### src/rtl/program_loader.sv
// program_loader: boot-time loader that packs a byte stream into 15-bit
// instruction words, writes them sequentially into instruction SRAM over the
// core's WA/WD/WE port, then raises PC_en so the core starts executing.
// Optional build macro: LOADER_CHECKSUM_EN adds a trailing XOR checksum byte
// (LOAD_CK state) that must match before the core is released.
module program_loader #(
  parameter int DEPTH = 7,
  parameter int AW    = 3,
  parameter int DW    = 15
) (
  input  logic          clk,
  input  logic          rst,
  input  logic          start,
  input  logic [AW-1:0] word_count,
  input  logic          in_valid,
  input  logic [7:0]    in_byte,
  output logic          in_ready,
  output logic [AW-1:0] WA,
  output logic [DW-1:0] WD,
  output logic          WE,
  output logic          PC_en,
  output logic          busy,
  output logic          done,
  output logic          err
);

`ifdef LOADER_CHECKSUM_EN
  typedef enum logic [2:0] {
    IDLE    = 3'd0,
    LOAD_LO = 3'd1,
    LOAD_HI = 3'd2,
    WRITE   = 3'd3,
    RUN     = 3'd4,
    LOAD_CK = 3'd5
  } state_t;
`else
  typedef enum logic [2:0] {
    IDLE    = 3'd0,
    LOAD_LO = 3'd1,
    LOAD_HI = 3'd2,
    WRITE   = 3'd3,
    RUN     = 3'd4
  } state_t;
`endif

  state_t        state_q, state_d;
  logic [AW-1:0] count_q, count_d;
  logic [AW-1:0] addr_q, addr_d;
  logic [7:0]    lo_byte_q, lo_byte_d;
`ifdef LOADER_CHECKSUM_EN
  logic [7:0]    csum_q, csum_d;
`endif

  logic          in_ready_q, in_ready_d;
  logic [AW-1:0] WA_q, WA_d;
  logic [DW-1:0] WD_q, WD_d;
  logic          WE_q, WE_d;
  logic          PC_en_q, PC_en_d;
  logic          busy_q, busy_d;
  logic          done_q, done_d;
  logic          err_q, err_d;

  // Session events produced by the next-state logic, consumed by output logic
  logic          hs;
  logic          count_legal;
  logic          start_ok;
  logic          start_bad;
  logic          hi_bad;
  logic          ck_bad;
  logic [AW-1:0] last_addr;

  assign count_legal = (word_count != '0) && (int'(word_count) <= DEPTH);
  assign last_addr   = count_q - AW'(1);

  // State register and all registered outputs, synchronous active-high reset
  always_ff @(posedge clk) begin
    if (rst) begin
      state_q    <= IDLE;
      count_q    <= '0;
      addr_q     <= '0;
      lo_byte_q  <= '0;
`ifdef LOADER_CHECKSUM_EN
      csum_q     <= '0;
`endif
      in_ready_q <= 1'b0;
      WA_q       <= '0;
      WD_q       <= '0;
      WE_q       <= 1'b0;
      PC_en_q    <= 1'b0;
      busy_q     <= 1'b0;
      done_q     <= 1'b0;
      err_q      <= 1'b0;
    end else begin
      state_q    <= state_d;
      count_q    <= count_d;
      addr_q     <= addr_d;
      lo_byte_q  <= lo_byte_d;
`ifdef LOADER_CHECKSUM_EN
      csum_q     <= csum_d;
`endif
      in_ready_q <= in_ready_d;
      WA_q       <= WA_d;
      WD_q       <= WD_d;
      WE_q       <= WE_d;
      PC_en_q    <= PC_en_d;
      busy_q     <= busy_d;
      done_q     <= done_d;
      err_q      <= err_d;
    end
  end

  // Next-state logic: session sequencing, address/byte bookkeeping, events
  always_comb begin
    state_d   = state_q;
    count_d   = count_q;
    addr_d    = addr_q;
    lo_byte_d = lo_byte_q;
`ifdef LOADER_CHECKSUM_EN
    csum_d    = csum_q;
`endif
    start_ok  = 1'b0;
    start_bad = 1'b0;
    hi_bad    = 1'b0;
    ck_bad    = 1'b0;
    hs        = in_valid && in_ready_q;

    case (state_q)
      IDLE, RUN: begin
        if (start) begin
          if (count_legal) begin
            start_ok = 1'b1;
            count_d  = word_count;
            addr_d   = '0;
`ifdef LOADER_CHECKSUM_EN
            csum_d   = '0;
`endif
            state_d  = LOAD_LO;
          end else begin
            start_bad = 1'b1;
          end
        end
      end
      LOAD_LO: begin
        if (hs) begin
          lo_byte_d = in_byte;
`ifdef LOADER_CHECKSUM_EN
          csum_d    = csum_q ^ in_byte;
`endif
          state_d   = LOAD_HI;
        end
      end
      LOAD_HI: begin
        if (hs) begin
          if (in_byte[7]) begin
            hi_bad  = 1'b1;
            state_d = IDLE;
          end else begin
`ifdef LOADER_CHECKSUM_EN
            csum_d  = csum_q ^ in_byte;
`endif
            state_d = WRITE;
          end
        end
      end
      WRITE: begin
        if (addr_q == last_addr) begin
`ifdef LOADER_CHECKSUM_EN
          state_d = LOAD_CK;
`else
          state_d = RUN;
`endif
        end else begin
          addr_d  = addr_q + AW'(1);
          state_d = LOAD_LO;
        end
      end
`ifdef LOADER_CHECKSUM_EN
      LOAD_CK: begin
        if (hs) begin
          if (in_byte == csum_q) begin
            state_d = RUN;
          end else begin
            ck_bad  = 1'b1;
            state_d = IDLE;
          end
        end
      end
`endif
      default: state_d = IDLE;
    endcase
  end

  // Output logic: flop inputs are decoded from the next state so every
  // output is a register that already reflects the state it belongs to
  always_comb begin
    in_ready_d = 1'b0;
    busy_d     = 1'b0;
    WE_d       = 1'b0;
    PC_en_d    = 1'b0;
    WA_d       = WA_q;
    WD_d       = WD_q;
    err_d      = err_q;
    done_d     = done_q;

    case (state_d)
      LOAD_LO, LOAD_HI: begin
        in_ready_d = 1'b1;
        busy_d     = 1'b1;
      end
      WRITE: begin
        WE_d   = 1'b1;
        busy_d = 1'b1;
      end
      RUN: begin
        PC_en_d = 1'b1;
      end
`ifdef LOADER_CHECKSUM_EN
      LOAD_CK: begin
        in_ready_d = 1'b1;
        busy_d     = 1'b1;
      end
`endif
      default: ;
    endcase

    if (state_q == LOAD_HI && state_d == WRITE) begin
      WA_d = addr_q;
      WD_d = DW'({in_byte[6:0], lo_byte_q});
    end

    if (start_ok) begin
      err_d  = 1'b0;
      done_d = 1'b0;
    end
    if (start_bad || hi_bad || ck_bad) begin
      err_d = 1'b1;
    end
    if (ck_bad) begin
      done_d = 1'b0;
    end
    if (state_d == RUN) begin
      done_d = 1'b1;
    end
  end

  assign in_ready = in_ready_q;
  assign WA       = WA_q;
  assign WD       = WD_q;
  assign WE       = WE_q;
  assign PC_en    = PC_en_q;
  assign busy     = busy_q;
  assign done     = done_q;
  assign err      = err_q;

endmodule
### config.mk
export PLATFORM = sky130hd
export DESIGN_NAME = program_loader
export DESIGN_NICKNAME = d
export VERILOG_FILES = /design/src/rtl/program_loader.sv
export SDC_FILE = /design/constraint.sdc
export NUM_CORES = 1
export LEC_CHECK = 0
export CAP_MARGIN = 5
export CORE_UTILIZATION = 52
export CTS_CLUSTER_SIZE = 10
export DETAILED_ROUTE_END_ITERATION = 7
export GPL_TIMING_DRIVEN = 1
export PLACE_DENSITY = 0.87
export SKIP_CTS_REPAIR_TIMING = 1
export SLEW_MARGIN = 20
export SYNTH_ARGS = -nofsm -noshare
export SYNTH_HDL_FRONTEND = slang
export SYNTH_SLANG_ARGS = --single-unit
### constraint.sdc
create_clock -name clk -period 4.4 [get_ports clk]
set_input_delay 0.88 -clock clk [delete_from_list [all_inputs] [get_ports clk]]
set_output_delay 0.88 -clock clk [all_outputs]
set_load 0.1 [all_outputs]
==> summary.txt, run 1 <==
STA
  – Final period utilization: 0.622
  – RSZ-0062 raised after global routing: false
  – Final setup viols: 0
  – Worst Clk Skew: 5.58 ps
  – Rel. slew slack: 0.343
  – Final Hold Vio Count: 0
  – Worst Max-Slew Pin Slew: 982 ps
  – Total negative setup slack: 0 ps
  – Achievable Freq: 365 MHz
  – Final Max Slew Viols: 0
  – Fin crit period: 2740 ps
  – Final worst setup slack: ~1700 ps

Finish
  – Filler instances: 229
  – Share of cells above drive strength 1: 0.0694
  – Fin util: 0.732
  – Multi-input logic area: 733 um2
  – Register area: 821 um2
  – Antenna cells: 0
  – Nets@finish: 232
  – Area grow syn2layout: 28.7%

Worst setup path
  – Crit path depth: 1
  – Crit path DAT: 1860 ps
  – Critical path's slowest cell: clkdlybuf4s50_1
  – Worst Path Required: 3520 ps
  – Worst-path cell chain: clkdlybuf4s50_1
  – RR Endpoint: in_ready$_SDFF_PP0_
  – R2R setup slack: roughly 2400 ps
  – Worst setup EP type: primary output
  – Crit path max-delay family: buffers and inverters
  – Max FO, Critical Path: 3
  – Critical path type: flop to primary output
  – Critical path endpoint: in_ready
  – Worst Reg2Reg Path Length in Cells: 6
  – Worst setup SP type: flop
  – Crit path buffers/inverters: 1
  – Reg-to-Reg Start: count_q[0]$_SDFFE_PP0P_
  – Critical path's largest stage delay: 1140 ps
  – Origin of the worst setup path: in_ready$_SDFF_PP0_

Synth
  – Cells after synthesis: 177
  – Synthesized flop and latch total: 41
  – Syn_nets: between 150 and 200
  – Yosys cell types: 36
  – Synthesized cell area: 0.00162 mm2
  – Mean area per synthesized cell: ~9 um2
  – Sequential area share after synthesis: 0.506
  – Warnings from Yosys: 0

Floorplan
  – Die Wd: 57.9 um
  – # IOs: 39
  – Initial core utilization: 0.569
  – Row cnt: 19
  – DIE AREA: 0.00335 mm2
  – Core footprint: 0.00285 mm2
  – Die Y: a little under 60 um

Clocking
  – Max Root-Sink Buffers: 2
  – CTS tree: yes
  – Clock slew at reported path FFs: 110 ps
  – Clock Tree Root: clkbuf_4
  – Cts bufs inserted: 5
  – H-tree depth: 2
  – Clk sink count: slightly above 40
  – Clock Latency Late Sink: about 350 ps

Power and ir drop
  – VDD IR max: approximately 320 uV
  – Leak pwr: 0.769 nW
  – Power per cell area: 346 mW/mm2

Global routing
  – Tot GR Track Use: 0.221
  – Largest net degree at the start of global routing: 35
  – Vias in the first global route: 1,259
  – Initial antenna violation count: 0
  – First-pass GRT wire length: 5.62 mm
  – Global route total overflow: 0

Routing
  – Via Count: 1,337
  – Antenna Nets Post-Route: 0
  – Remaining routing DRC violations: 3
  – Detailed Route WL: 3.40 mm
  – TritonRoute pass-1 iters: 6
  – Vias per std cell: 5.41
  – Drt wl/cell: approximately 14 um
  – Number of DRC markers in iteration 0: 62

Placed design
  – Dpl hpwl: 2.45 mm
  – Pre-CTS setup slack: 1490 ps
  – GPL Wtd Cong: 0.836
  – Port-buffer cells: 38

Min path
  – Hold Crit Class: flop to flop

Run status
  – Failing checks: DRC
  – Status: complete, but fails checks

Flow run
  – Maxcap violations: 0
[cells in the final DEF, fill, tap and decap left out, drive strengths merged, types with 2 or more instances in the layout]
cell type / instances
inv: 4
nor2: 14
o21ai: 3
o21ba: 2
clkdlybuf4s50: 38
buf: 2
a21oi: 22
a22o: 3
a211oi: 2
nand3b: 2
nor3: 5
nand2: 38
dfxtp: 41
or3b: 2
ha: 2
mux2i: 10
nand2b: 3
xor2: 2
clkbuf: 7
[flip-flops by register name (all words and copies together) (netlist names)]
name and count:
state_q 3, WA 3, PC_en 1, count_q 3
addr_q 3, busy 1, WD 15, lo_byte_q 8
in_ready 1, WE 1, done 1, err 1
[how the worst min path moves through the flow]
stage | startpoint | to | cells after the start
3_5_place_dp | WD[14]$_SDFFE_PP0P_ | WD[14]$_SDFFE_PP0P_ | 2
2_1_floorplan | lo_byte_q[0]$_SDFFE_PP0P_ | WD[0]$_SDFFE_PP0P_ | 2
5_1_grt | WD[7]$_SDFFE_PP0P_ | WD[7]$_SDFFE_PP0P_ | 2
6_report | WD[14]$_SDFFE_PP0P_ | WD[14]$_SDFFE_PP0P_ | 2
3_3_place_gp | done$_SDFFE_PP0P_ | done$_SDFFE_PP0P_ | 1
4_1_cts | WD[14]$_SDFFE_PP0P_ | WD[14]$_SDFFE_PP0P_ | 2
[metrics by stage]
| stage | hold WS, ps | total power [mW] | cells | cell area, um2 |
|---|---|---|---|---|
| after detailed placement | 448 | 0.479 | 239 | 2000 |
| final | 459 | 0.723 | 247 | 2090 |
| after global routing | 485 | 0.746 | 247 | 2090 |
| after floorplan | 431 | 0.449 | 177 | 1620 |
| after CTS | 465 | 0.725 | 247 | 2090 |
| after global placement | 434 | 0.476 | 239 | 2000 |
[where the power goes]
group	total, mW	leakage, nW	switching, mW	internal, mW
registers	0.386	0.332	0.00670	0.379
logic	0.0859	0.391	0.0530	0.0329
clock network	0.251	0.0455	0.116	0.136
total	0.723	0.769	0.175	0.548
[synthesized netlist by cell type, drive strengths merged]
cell / count / area (um2)
ha: 2 / 25.0
nor2b: 1 / 6.26
a211oi: 2 / 15.0
inv: 4 / 15.0
dfxtp: 41 / 821
nor2: 14 / 52.6
o21ai: 3 / 15.0
a21oi: 22 / 110
xnor2: 1 / 8.76
nor3: 5 / 36.3
xor2: 2 / 17.5
or3b: 2 / 20.0
buf: 5 / 38.8
or2b: 1 / 7.51
nand3b: 2 / 15.0
o21ba: 2 / 20.0
o32a: 1 / 10.0
xnor3: 1 / 22.5
clkbuf: 4 / 15.0
nand2: 38 / 143
a31oi: 1 / 12.5
nor3b: 1 / 7.51
nand4: 1 / 6.26
or3: 1 / 6.26
nand3: 1 / 5.00
a22o: 3 / 26.3
nand2b: 3 / 18.8
o211a: 1 / 10.0
a21o: 1 / 7.51
mux2i: 10 / 100
and3b: 1 / 8.76
[layout make-up]
class	count	area share
clock buffer	7	0.0264
clock inverter	1	0.0144
inverter	4	0.00719
multi-input combinational	123	0.351
sequential	41	0.393
tap	31	0.0186
timing repair buffer	40	0.189
[cells by family after synthesis]
kind of cell,Yosys count,synth area share
AO/OA/AOI/OAI,36,0.140
XOR/XNOR,4,0.0301
adder cells (fa/ha/maj),2,0.0154
buffers and inverters,13,0.0424
flip-flops,41,0.506
multiplexers,10,0.0617
AND/OR/NAND/NOR,71,0.205
[layer usage]
metal,wire [um],global-route usage
met5,0,0
met1,1450,0.265
met2,1740,0.384
met4,57,0.0918
met3,152,0.0469
[worst reg2reg max path, stage by stage, from the launching register on]
cell	delay, ps
dfxtp_1	400
inv_1	60
ha_1	310
xor2_1	210
a31oi_2	180
a211oi_1	550
a211oi_1	140
Note: power is estimated with default switching activity, not from simulation.
==> run 2: changes to the inputs <==
- CORE_UTILIZATION: 52 -> 48
- PLACE_DENSITY: 0.87 -> 0.82
- clock period: 4.4 -> 2.6 ns (I/O delays scaled with it)
==> run 2 against run 1 <==
The run now ends clean. First-iteration DRC count shrank 27%. Non-clock buffer count rose by 2. Clock-buffer cell count is 1 lower. Critical path type is now input pin to flop. Largest cell class unchanged. Largest power group unchanged. Highest routed layer unchanged.
==> summary.txt, run 2 (same netlist as run 1, synthesis figures left out) <==
Floorplan
  – Row cnt: 20
  – # IOs: 39
  – Core footprint: 0.00313 mm2
  – Initial core utilization: 0.519
  – DIE AREA: 0.00362 mm2
  – Die Wd: 60.1 um
  – Die Y: 60.1 um

STA
  – Fin crit period: between 2000 and 2500 ps
  – Achievable Freq: between 400 and 500 MHz
  – Worst Clk Skew: 10.9 ps
  – Final Max Slew Viols: 0
  – Final period utilization: 0.775
  – Final setup viols: 0
  – RSZ-0062 raised after global routing: false
  – Final Hold Vio Count: 0
  – Worst Max-Slew Pin Slew: a little under 600 ps
  – Rel. slew slack: 0.610
  – Final worst setup slack: 586 ps
  – Total negative setup slack: 0 ps

Worst setup path
  – Worst Reg2Reg Path Length in Cells: 6
  – Worst setup SP type: input pin
  – Worst Path Required: approximately 2800 ps
  – Crit path DAT: 2250 ps
  – Critical path type: input pin to flop
  – Max FO, Critical Path: 18
  – Worst setup EP type: flop

Routing
  – Remaining routing DRC violations: 0
  – Detailed Route WL: approximately 3.3 mm
  – Antenna Nets Post-Route: 0
  – Drt wl/cell: 12.5 um
  – Number of DRC markers in iteration 0: 45
  – Vias per std cell: 5.03
  – TritonRoute pass-1 iters: 4
  – Via Count: 1,318

Min path
  – WHS Path Cells: 2
  – Hold Crit Class: flop to flop

Clocking
  – Cts bufs inserted: 5
  – Clk sink count: 41
  – Clock Latency Late Sink: 350 ps
  – H-tree depth: 2
  – Clock Tree Root: clkbuf_4
  – CTS tree: yes
  – Max Root-Sink Buffers: 2
  – Clock slew at reported path FFs: 100 ps

Flow run
  – Maxcap violations: 0

Power and ir drop
  – Leak pwr: 0.815 nW
  – Power per cell area: 541 mW/mm2
  – VDD IR max: 399 uV
  – Total power: around 1.1 mW

Global routing
  – Largest net degree at the start of global routing: 23
  – Global route total overflow: 0
  – Tot GR Track Use: 0.206
  – First-pass GRT wire length: between 5 and 6 mm
  – Vias in the first global route: 1,221
  – Initial antenna violation count: 0

Placed design
  – Dpl hpwl: roughly 2.4 mm
  – GPL Wtd Cong: 0.804
  – Pre-CTS setup slack: 221 ps
  – Placed inst area: 0.00198 mm2
  – Port-buffer cells: 38

Finish
  – Largest register FFs: 15
  – Post-route cell area: 0.00203 mm2
  – Antenna cells: 0
  – Share of cells above drive strength 1: 0.193
  – Area grow syn2layout: 25.1%
  – Most common cell after layout, fill and taps aside: dfxtp_1
  – Most frequent cells in the layout: dfxtp_1 (41), nand2_1 (38), buf_4 (28), a21oi_1 (22)
  – Nets@finish: ~230

Run status
  – Status: finished, final reports clean
## run 2: cell count changes in the layout (fill, tap and decap cells not counted), sizes merged
cell | previous run | this run
clkdlybuf4s50 | 38 | 14
clkbuf | 7 | 6
bufinv | 1 | 0
clkinv | 0 | 2
buf | 2 | 28
## run 2: layer usage
metal | share of wire | GRT usage
met2 | 0.50 | 0.341
met3 | 0.046 | 0.0541
met1 | 0.44 | 0.243
met4 | 0.019 | 0.103
met5 | 0 | 0
## run 2: path summary, 6_finish.rpt
| check | startpoint | end | slack, ps |
|---|---|---|---|
| max | in_byte[7] | WD[9]$_SDFFE_PP0P_ | 590 |
| max reg2reg | count_q[0]$_SDFFE_PP0P_ | in_ready$_SDFF_PP0_ | 610 |
| min reg2reg | lo_byte_q[1]$_SDFFE_PP0P_ | WD[1]$_SDFFE_PP0P_ | 460 |
| min | lo_byte_q[1]$_SDFFE_PP0P_ | WD[1]$_SDFFE_PP0P_ | 460 |
## run 2: area by class of cell
class                      count  area, um2
clock inverter                 2       10.0
fill                         290       1100
clock buffer                   6       41.3
multi-input combinational    123        738
inverter                       4       15.0
sequential                    41        821
tap                           44       55.1
timing repair buffer          42        350
## run 2: report_power, final
group / total [mW] / switching, mW / internal, mW
sequential: 0.652 / 0.0107 / 0.642
clock: 0.305 / 0.201 / 0.103
combinational: 0.143 / 0.0883 / 0.0543
## run 2: worst max-delay path, stage by stage
cell and delay, ps:
clkdlybuf4s50_1 450, or3b_4 440, or3_1 590, nand2_1 160, a21oi_1 80
## run 2: per-stage QoR
step                      hold WS, ps   util  cells
after floorplan                   431      -    177
after global placement            435  0.633    254
after detailed placement          444  0.633    254
after CTS                         460  0.649    262
after global routing              470  0.649    262
final                             460  0.649    262
==> run 3: changes to the inputs <==
- clock period: 2.6 -> 1.9 ns (I/O delays scaled with it)
==> run 3 against run 2 <==
Sequential share of layout area shrank 2.2 points. Die area is the same. Critical endpoint is now addr_q[1]$_SDFFE_PP0P_. Register-to-register slack worse by 470 ps.
==> summary.txt, run 3 (same netlist as run 1, synthesis figures left out) <==
Clocking
  – H-tree depth: 2
  – Clk sink count: 41
  – Clock Tree Root: clkbuf_4
  – Cts bufs inserted: 5
  – Max Root-Sink Buffers: 2
  – Clock slew at reported path FFs: 110 ps
  – Clock Latency Late Sink: 340 ps
  – CTS tree: yes

STA
  – RSZ-0062 raised after global routing: false
  – Total negative setup slack: 0 ps
  – Rel. slew slack: 0.763
  – Achievable Freq: 568 MHz
  – Final Hold Vio Count: 0
  – Hold WS: about 460 ps
  – Final setup viols: 0
  – Fin crit period: 1760 ps
  – Worst Clk Skew: 12.6 ps
  – Final worst setup slack: 139 ps
  – Final period utilization: 0.927
  – Final Max Slew Viols: 0
  – Worst Max-Slew Pin Slew: roughly 350 ps

Floorplan
  – # IOs: 39
  – Initial core utilization: 0.519
  – DIE AREA: approximately 0.0036 mm2
  – Core footprint: 0.00313 mm2
  – Die Wd: ~60 um
  – Die Y: around 60 um
  – Row cnt: 20

Worst setup path
  – Critical path's largest stage delay: 390 ps
  – Crit path depth: 7
  – Crit path buffers/inverters: 2
  – Worst setup EP type: flop
  – Reg-to-Reg Start: count_q[0]$_SDFFE_PP0P_
  – Worst setup SP type: flop
  – Crit path DAT: between 2000 and 2500 ps
  – R2R setup slack: 140 ps
  – Worst Reg2Reg Path Length in Cells: 7
  – Worst-path cell chain: inv_1 -> ha_1 -> xor2_2 -> a31oi_2 -> buf_4 -> o211a_1 -> o21ba_2
  – Critical path type: flop to flop
  – Worst Path Required: 2150 ps
  – Max FO, Critical Path: 4
  – Critical path's slowest cell: dfxtp_1
  – RR Endpoint: addr_q[1]$_SDFFE_PP0P_
  – Crit path max-delay family: compound AO/OA/AOI/OAI gates

Routing
  – TritonRoute pass-1 iters: 4
  – Number of DRC markers in iteration 0: 39
  – Remaining routing DRC violations: 0
  – Drt wl/cell: approximately 13 um
  – Via Count: 1,368
  – Detailed Route WL: 3.44 mm
  – Antenna Nets Post-Route: 0
  – Vias per std cell: 5.03

Finish
  – Most frequent cells in the layout: dfxtp_1 (40), nand2_1 (38), buf_4 (38), a21oi_1 (22)
  – Nets@finish: 244
  – Filler instances: 269
  – Area grow syn2layout: 32.7%
  – Share of cells above drive strength 1: 0.241
  – Largest register FFs: 15
  – Fin util: 0.688
  – Multi-input logic area: between 700 and 800 um2
  – Non-filler cells, final: 272
  – Register area: 822 um2
  – Most common cell after layout, fill and taps aside: dfxtp_1
  – Antenna cells: 0

Global routing
  – Tot GR Track Use: 0.207
  – Global route total overflow: 0
  – Vias in the first global route: about 1,300
  – Largest net degree at the start of global routing: 31
  – Initial antenna violation count: 0
  – First-pass GRT wire length: 5.51 mm

Power and ir drop
  – VDD IR max: 729 uV
  – Power per cell area: 782 mW/mm2
  – Leak pwr: 0.878 nW

Placed design
  – Pre-CTS setup slack: -115 ps
  – GPL Wtd Cong: 0.855
  – Dpl hpwl: 2.57 mm
  – Post-Place Cells: 264
  – Port-buffer cells: 38

Flow run
  – Maxcap violations: 0

Min path
  – Hold Path End: done$_SDFFE_PP0P_
  – WHS Path Cells: 1
  – Hold Crit Class: flop to flop
  – HP Start: done$_SDFFE_PP0P_

Run status
  – Status: finished, final reports clean
==> run 3: changes by cell type in the layout (fill, tap and decap cells not counted) <==
cell / delta
dfxtp_1: -1
clkinv_2: -2
clkbuf_8: +1
xor2_2: +1
a211oi_1: -1
bufinv_16: +1
dfxtp_2: +1
xor2_1: -1
buf_4: +10
a211oi_2: +1
==> run 3: stage by stage <==
stage / area, um2 / power [mW]
CTS: 2140 / 1.69
global route: 2150 / 1.75
detailed placement: 2060 / 1.12
global placement: 2060 / 1.11
floorplan: 1620 / 1.04
finish: 2150 / 1.68
==> run 3: cell type report <==
type | instances | share of cell area
sequential | 41 | 0.382
multi-input combinational | 123 | 0.349
timing repair buffer | 52 | 0.198
clock buffer | 7 | 0.0256
tap | 44 | 0.0256
clock inverter | 1 | 0.0139
inverter | 4 | 0.00697
==> run 3: routing by layer <==
layer | routed length [um] | track usage | vias to the layer above
li1 | - | - | 694
met5 | 0 | 0 | -
met1 | 1480 | 0.245 | 631
met2 | 1730 | 0.336 | 35
met3 | 158 | 0.0606 | 8
met4 | 66 | 0.110 | 0
==> run 3: how the worst max path moves through the flow <==
stage,slack (ps),to,start
5_1_grt,20,addr_q[2]$_SDFFE_PP0P_,count_q[0]$_SDFFE_PP0P_
3_3_place_gp,-90,WD[1]$_SDFFE_PP0P_,in_byte[7]
3_5_place_dp,-110,WD[2]$_SDFFE_PP0P_,in_byte[7]
2_1_floorplan,90,WD[0]$_SDFFE_PP0P_,in_ready$_SDFF_PP0_
4_1_cts,40,in_ready$_SDFF_PP0_,count_q[0]$_SDFFE_PP0P_
6_report,140,addr_q[1]$_SDFFE_PP0P_,count_q[0]$_SDFFE_PP0P_
==> run 3: worst register-to-register path, delay by kind of cell, from the launching register on <==
family                   cells  cell delay (ps)
flip-flops                   1              390
buffers and inverters        2              230
adder cells (fa/ha/maj)      1              330
AO/OA/AOI/OAI                3              540
XOR/XNOR                     1              180
==> run 3: where the power goes <==
part	internal [mW]	total (mW)	switching, mW
sequential	0.878	0.895	0.0162
combinational	0.0841	0.210	0.126
clock	0.314	0.579	0.265
total	1.28	1.68	0.407
